--- src/rtl/junction_controller.sv ---
// Demand-driven two-road junction sequencer with pedestrian phase insertion
// and fault flashing; all timing counts ticks of an external timebase enable.
module junction_controller #(
  parameter int GREEN_MIN  = 4,
  parameter int GREEN_MAX  = 12,
  parameter int AMBER_T    = 2,
  parameter int REDAMBER_T = 1,
  parameter int ALLRED_T   = 1,
  parameter int WALK_T     = 6,
  parameter int CNT_W      = 8
) (
  input  logic       clk,
  input  logic       rst,
  input  logic       tick,
  input  logic       sensA,
  input  logic       sensB,
  input  logic       ped_req,
  input  logic       fault,
  output logic [2:0] lightsA,
  output logic [2:0] lightsB,
  output logic       ped_walk,
  output logic [3:0] phase
);

  typedef enum logic [3:0] {
    ALLRED_A = 4'd0,
    RA_A     = 4'd1,
    GREEN_A  = 4'd2,
    AMBER_A  = 4'd3,
    ALLRED_B = 4'd4,
    RA_B     = 4'd5,
    GREEN_B  = 4'd6,
    AMBER_B  = 4'd7,
    PED      = 4'd8,
    FLASH    = 4'd9
  } state_t;

  localparam logic [CNT_W-1:0] ALLRED_END = CNT_W'(ALLRED_T - 1);
  localparam logic [CNT_W-1:0] RA_END     = CNT_W'(REDAMBER_T - 1);
  localparam logic [CNT_W-1:0] AMBER_END  = CNT_W'(AMBER_T - 1);
  localparam logic [CNT_W-1:0] WALK_END   = CNT_W'(WALK_T - 1);
  localparam logic [CNT_W-1:0] GMIN_END   = CNT_W'(GREEN_MIN - 1);
  localparam logic [CNT_W-1:0] GMAX_END   = CNT_W'(GREEN_MAX - 1);
  localparam logic [CNT_W-1:0] CNT_ONE    = CNT_W'(1);

  state_t           state;
  logic [CNT_W-1:0] cnt;
  logic             ped_pending;
  logic             last_road;
  logic             flash;

  logic             green_done_a;
  logic             green_done_b;
  logic [CNT_W-1:0] green_cnt;

  // A green yields early only when its own road is empty; at max green it
  // yields to any waiting demand. With no demand it rests indefinitely.
  assign green_done_a = (sensB | ped_pending) &&
                        ((cnt >= GMIN_END && !sensA) || cnt >= GMAX_END);
  assign green_done_b = (sensA | ped_pending) &&
                        ((cnt >= GMIN_END && !sensB) || cnt >= GMAX_END);
  assign green_cnt    = (cnt >= GMAX_END) ? GMAX_END : cnt + CNT_ONE;

  // Fault entry/exit ignores tick; everything else advances only on tick.
  // The PED-entry clear of ped_pending is written last so it wins over a
  // same-cycle button press.
  always_ff @(posedge clk or posedge rst) begin
    if (rst) begin
      state       <= ALLRED_A;
      cnt         <= '0;
      ped_pending <= 1'b0;
      last_road   <= 1'b1;
      flash       <= 1'b0;
    end else begin
      if (ped_req)
        ped_pending <= 1'b1;
      if (fault) begin
        if (state != FLASH) begin
          state <= FLASH;
          cnt   <= '0;
        end else if (tick) begin
          flash <= ~flash;
        end
      end else if (state == FLASH) begin
        state <= ALLRED_A;
        cnt   <= '0;
        flash <= 1'b0;
      end else if (tick) begin
        cnt <= cnt + CNT_ONE;
        case (state)
          ALLRED_A: if (cnt == ALLRED_END) begin
            state <= RA_A;
            cnt   <= '0;
          end
          RA_A: if (cnt == RA_END) begin
            state     <= GREEN_A;
            cnt       <= '0;
            last_road <= 1'b0;
          end
          GREEN_A: if (green_done_a) begin
            state <= AMBER_A;
            cnt   <= '0;
          end else begin
            cnt <= green_cnt;
          end
          AMBER_A: if (cnt == AMBER_END) begin
            cnt <= '0;
            if (ped_pending) begin
              state       <= PED;
              ped_pending <= 1'b0;
            end else begin
              state <= ALLRED_B;
            end
          end
          ALLRED_B: if (cnt == ALLRED_END) begin
            state <= RA_B;
            cnt   <= '0;
          end
          RA_B: if (cnt == RA_END) begin
            state     <= GREEN_B;
            cnt       <= '0;
            last_road <= 1'b1;
          end
          GREEN_B: if (green_done_b) begin
            state <= AMBER_B;
            cnt   <= '0;
          end else begin
            cnt <= green_cnt;
          end
          AMBER_B: if (cnt == AMBER_END) begin
            cnt <= '0;
            if (ped_pending) begin
              state       <= PED;
              ped_pending <= 1'b0;
            end else begin
              state <= ALLRED_A;
            end
          end
          PED: if (cnt == WALK_END) begin
            cnt   <= '0;
            state <= last_road ? ALLRED_A : ALLRED_B;
          end
          default: ;
        endcase
      end
    end
  end

  always_comb begin
    lightsA  = 3'b100;
    lightsB  = 3'b100;
    ped_walk = 1'b0;
    case (state)
      RA_A:    lightsA = 3'b110;
      GREEN_A: lightsA = 3'b001;
      AMBER_A: lightsA = 3'b010;
      RA_B:    lightsB = 3'b110;
      GREEN_B: lightsB = 3'b001;
      AMBER_B: lightsB = 3'b010;
      PED:     ped_walk = 1'b1;
      FLASH: begin
        lightsA = {1'b0, flash, 1'b0};
        lightsB = {1'b0, flash, 1'b0};
      end
      default: ;
    endcase
  end

  assign phase = state;

endmodule

--- config.mk ---
export PLATFORM = sky130hd
export DESIGN_NAME = junction_controller
export DESIGN_NICKNAME = d
export VERILOG_FILES = /design/src/rtl/junction_controller.sv
export SDC_FILE = /design/constraint.sdc
export NUM_CORES = 1
export LEC_CHECK = 0
export BUFFER_PORTS_ARGS = -buffer_cell sky130_fd_sc_hd__buf_2
export CORE_MARGIN = 5
export CORE_UTILIZATION = 40
export CTS_CLUSTER_SIZE = 28
export DETAILED_ROUTE_END_ITERATION = 6
export RECOVER_POWER = 25
export SLEW_MARGIN = 25
export SYNTH_ARGS = -nofsm -noshare
export SYNTH_HDL_FRONTEND = slang
export SYNTH_SLANG_ARGS = --single-unit
--- constraint.sdc ---
create_clock -name clk -period 2.3 [get_ports clk]
set_input_delay 0.46 -clock clk [delete_from_list [all_inputs] [get_ports clk]]
set_output_delay 0.46 -clock clk [all_outputs]
set_load 0.03 [all_outputs]
### Word-level counts from Yosys, hierarchy flattened

Index checks and enable logic that the tools add are counted.

* register bits: 15
* input bits: 7
* word-level logic and storage cells: 104

* add/subtract/negate cells: 1
* order comparisons: 2
* eq/ne operators: 26
* mux-type cells: 45
* bitwise operators: 5
* reductions and logical operators: 20

Operator list (number)
* 8-bit two-way mux: 10
* 4-bit two-way mux: 15
* 4-bit inequality test, second input constant: 10
* 8-bit one-hot mux with 5 select lines: 1
* 4-bit one-hot mux with 9 select lines: 1
* 3-bit one-hot mux with 4 select lines: 2
* 4-bit by 3-bit == test with 1-bit output, second input constant: 4
* 1-bit two-way mux: 14
* 12-bit AND reduction: 1
* 11-bit nonzero test: 1
* 8-bit by 1-bit adder with 8-bit output, second input constant: 1
* 4-bit by 2-bit == test with 1-bit output, second input constant: 2
* 4-bit == test, second input constant: 2
* 8-bit by 1-bit == test with 1-bit output, second input constant: 1
* 8-bit by 3-bit == test with 1-bit output, second input constant: 1
* 8-bit by 2-bit >= comparator with 1-bit output, second input constant: 1
* 8-bit by 4-bit >= comparator with 1-bit output, second input constant: 1
* 8-bit logical NOT: 1
* 2-bit inequality test, second input constant: 4
* 6-bit AND reduction: 1
* 4-bit by 1-bit == test with 1-bit output, second input constant: 1
* 1-bit logical AND: 4
* 4-bit logical NOT: 1
* 2-bit nonzero test: 2
* 12 further kinds: 17

### Logic depth before layout (Yosys ltp)

* depth after elaboration: 9
* depth in mapped cells: 8

### Worst setup path after synthesis

No wires, ideal clock.

* path type: register to register
* start point: register state[2] (netlist: phase[2])
* end point: register cnt[2]
* setup time: 104 ps
* arrival time: 2260 ps
* data required time: 2196 ps
* slack: -64 ps
* cell stages (with the launch flop): 7
* buffers on the path: 1
* period minus slack after synthesis: 2364 ps
* path through: dfrtp_1 buf_2 nor4b_2 o31ai_1 a21oi_2 o21ai_0 o311ai_1

* word-level cells in the longest chain between the ends: 6

RTL lines
* start: declaration: line 46 `state_t state;`
* start signal: assignment: line 141 `state <= last_road ? ALLRED_A : ALLRED_B;`
* 4-bit by 3-bit == test with 1-bit output, or another cell as far along: line 90 `case (state)`
* 4-bit OR reduction (no source line) or 2-bit OR reduction (tied branches)
* 8-bit one-hot mux with 5 select lines: line 90
* 8-bit two-way mux: line 88 `end else if (tick) begin`
* 8-bit two-way mux: line 84 `end else if (state == FLASH) begin`
* 8-bit two-way mux: line 77 `if (fault) begin`
* end signal: assignment: line 89 `cnt <= cnt + CNT_ONE;`
* end signal: assignment: line 104 `cnt <= green_cnt;`
* end signal: assignment: line 128 `cnt <= green_cnt;`
* end: declaration: line 47 `logic [CNT_W-1:0] cnt;`

Parallel ways exist; a longest one is shown, timed or not. The select of a mux whose other input is x is not followed.
A chain may end at the register's enable or synchronous reset.

### Worst setup path after layout

* start point: register cnt[0]
* end point: register state[3] (netlist: phase[3])

* word-level cells in the longest chain between the ends: 6

RTL lines (line)
* 8-bit by 2-bit >= comparator with 1-bit output: 59, 61
* 1-bit logical AND (on tied branches): 61, 59
* 1-bit logical OR (on tied branches): 61, 59
* 1-bit logical AND (on tied branches): 60, 58
* 4-bit inequality test (no source line)
* 12-bit AND reduction (no source line) *

Every way passes the cells marked *; elsewhere a longest branch is shown, timed or not.

==> summary.md <==
| Metric | Value |
|---|---|
| Max Slew Vio Count | 0 |
| Pleak | 0.645 nW |
| Core area | 3030 µm² |
| Critical path arrival | 2380 ps |
| CP Class | flop to flop |
| Largest net degree at the start of global routing | 16 |
| Min cycle time layout | 2190 ps |
| Cts hold-fix bufs | 0 |
| Worst-path clk slew | 100 ps |
| Combinational share of power | 0.608 |
| Grt ovf | 0 |
| Xor and xnor area share after synthesis | 0 |
| Largest family of logic cells by synthesized area | simple AND/OR/NAND/NOR gates |
| Area share of fa/ha/maj cells after synthesis | 0.0298 |
| RSZ-0062 raised after global routing | false |
| Ys flop type | dfrtp_1 |
| Die width | 66.2 µm |
| Num ports | 18 |
| Commonest non-fill, non-tap cells in the layout | 18 x nand2_1, 17 x buf_2, 14 x nor2_1 |
| DIE AREA | 4380 µm² |
| Post-synthesis average cell area | 8.19 µm² |
| Synth Area in Compound Gates | 0.264 |
| Vias | 1244 |
| Net count, final | 185 |
| CP peak stage delay | 470 ps |
| Tcrit/Tclk final | 0.954 |
| Worst r2r src | cnt[0] |
| GRT Total Usage | 0.170 |
| Number of enable flip-flop cells after synthesis | 0 |
| Setup Buffers After CTS | 0 |
| Clock Power Share | 0.113 |
| #FFs+latches synth | 15 |
| H-tree depth | 1 |
| PwrDens | 994 nW/µm² |
| Final Util | 0.480 |
| Num rows | 20 |
| Crit. End Element | flop |
| Critical path startpoint | cnt[0] |
| Cell area after synthesis | 1260 µm² |
| Hold Crit Class | input pin to async pin |
| WL final | 3350 µm |
| Actual slew at the worst max-slew pin | 741 ps |
| Ranking of synthesized cells by area | dfrtp_1 28%, nand2_1 5.4%, nand3_1 4.4% |
| Slew HR | 0.502 |
| Synth area leader | dfrtp_1 |
| PostCTS Resize Cnt | 0 |
| Placed instance area | 1420 µm² |
| Pre-antenna DRT Iters | 4 |
| Via/cell ratio | 5.71 |
| Worst-path cell chain | ha_1 > nor3_1 > o311ai_1 > o22ai_2 > nand2b_1 > a221o_1 |
| Crit path max fanout | 8 |
| Clk buf depth | 2 |
| Die Y | 66.2 µm |
| Routed Antenna Nets | 0 |
| First-pass GRT wire length | 5870 µm |
| Fin Clk Skew | 1.98 ps |
| Cts bufs inserted | 3 |
| Post-synthesis mux area share | 0.0506 |
| Worst path slowest cell | o311ai_1 |
| Status | finished, final reports clean |
| Count of different cell masters after synthesis | 48 |
| Cells after synthesis | 154 |
| Post-DP HPWL | 2550 µm |
| Setup_tns | 0 ps |
| Placed Cells incl. Taps | 214 |
| Final Cell Area | 1450 µm² |
| Clock sink count | 15 |
| Iter 0 DRT Violations | 77 |
| Most common cell after layout, fill and taps aside | nand2_1 |
| Fin cells | 218 |
| Worst skew pair latency | 290 ps |
| Antenna Cells | 0 |
| Fraction of layout cells with a size suffix above 1 | 0.241 |
| CP required | 2480 ps |
| Psw | 0.000734 W |
| Internal | 0.000711 W |
| # port buffers | 17 |
| Vias in the first global route | 1212 |
| # DRC | 0 |
| Power, Total | 0.00144 W |
| Routability Congestion | 0.885 |
| Root buffer cell | clkbuf_4 |
| Starting Density | 0.417 |
| Synthesis Warnings | 0 |
| Final Hold Fails | 0 |
| Initial antenna violation count | 0 |
| CTS tree | built |
| CP startpoint kind | flop |
| Sw Share | 0.508 |
| Sequential power share | 0.280 |
| Max-cap viol count | 0 |
| Simple-gate share of the synthesized area | 0.284 |
| Wirelength per Cell | 15.4 µm |
| Max Freq | 456 MHz |
| Seq/Total Area, Yosys | 0.299 |
| Synth top area share | 0.278 |
| Syn_nets | 164 |
| Final setup fails | 0 |
| Area grow syn2layout | 15.3% |
| IR drop worst, VDD | 0.373 mV |
| Fraction of registers with async set/reset | 1.00 |
-- cells in the mapped netlist, drive strengths merged (3+ instances only) --
| master | count |
|---|---|
| ha | 3 |
| o31ai | 4 |
| inv | 12 |
| o2111ai | 3 |
| a21oi | 5 |
| clkbuf | 3 |
| buf | 6 |
| o211ai | 5 |
| nand2 | 18 |
| mux2 | 3 |
| mux2i | 3 |
| nor2 | 14 |
| nor3 | 4 |
| o21ai | 7 |
| nor2b | 4 |
| a211oi | 3 |
| nand3 | 11 |
| dfrtp | 14 |
-- sequential cells by signal, indices dropped and copies added, names as in the netlist --
register,cells
last_road,1
flash,1
cnt,8
phase,4
ped_pending,1
-- critical path, delay by kind of cell (launching register included) --
| kind | cells | cell delay [ps] |
|---|---|---|
| simple gates | 2 | 300 |
| compound gates | 3 | 1080 |
| flops | 1 | 440 |
| fa+ha+maj | 1 | 260 |
-- path summary, 6_finish.rpt --
| check | endpoint | slack (ps) | depth (start not counted) |
|---|---|---|---|
| hold / removal | ped_pending | 210 | 2 |
| max in group asynchronous | phase[1] | 1670 | 2 |
| hold reg to reg | cnt[1] | 600 | 2 |
| setup / recovery | phase[3] | 110 | 6 |
| setup reg to reg | phase[3] | 110 | 6 |
| min in group clk | ped_pending | 410 | 2 |
-- logic make-up after synthesis --
family / Yosys count
AOI/OAI and AO/OA: 44
DFF: 15
and+or+nand+nor: 65
muxes: 6
adders and majority gates: 3
buffers and inverters: 21
-- stage by stage --
stage          worst slack, ps  hold WS (ps)
4_1_cts                    101           251
6_report                   105           213
2_1_floorplan              174           361
3_5_place_dp               128           563
3_3_place_gp               199           539
5_1_grt                   6.73           281
-- power groups by stage --
stage | clock (W) | sequential, W | combinational (W)
global route | 0.000180 | 0.000411 | 0.000961
CTS | 0.000168 | 0.000402 | 0.000870
global placement | 0 | 0.000403 | 0.000847
floorplan | 0 | 0.000420 | 0.000621
detailed placement | 0 | 0.000408 | 0.000864
finish | 0.000163 | 0.000404 | 0.000878
-- per-layer routing --
| layer | share of wire | track usage |
|---|---|---|
| met1 | 0.47 | 0.236 |
| met2 | 0.47 | 0.279 |
| met4 | 0.0039 | 0.0228 |
| met5 | 0 | 0 |
| met3 | 0.055 | 0.0323 |
-- area by class of cell --
type	count	area (µm²)
clock buffer	3	22.5
clock inverter	1	5.00
fill	314	1570
inverter	12	45.0
multi-input combinational	118	803
sequential	15	378
tap	44	55.1
timing repair buffer	25	145
Note: power is estimated with default switching activity, not from simulation.
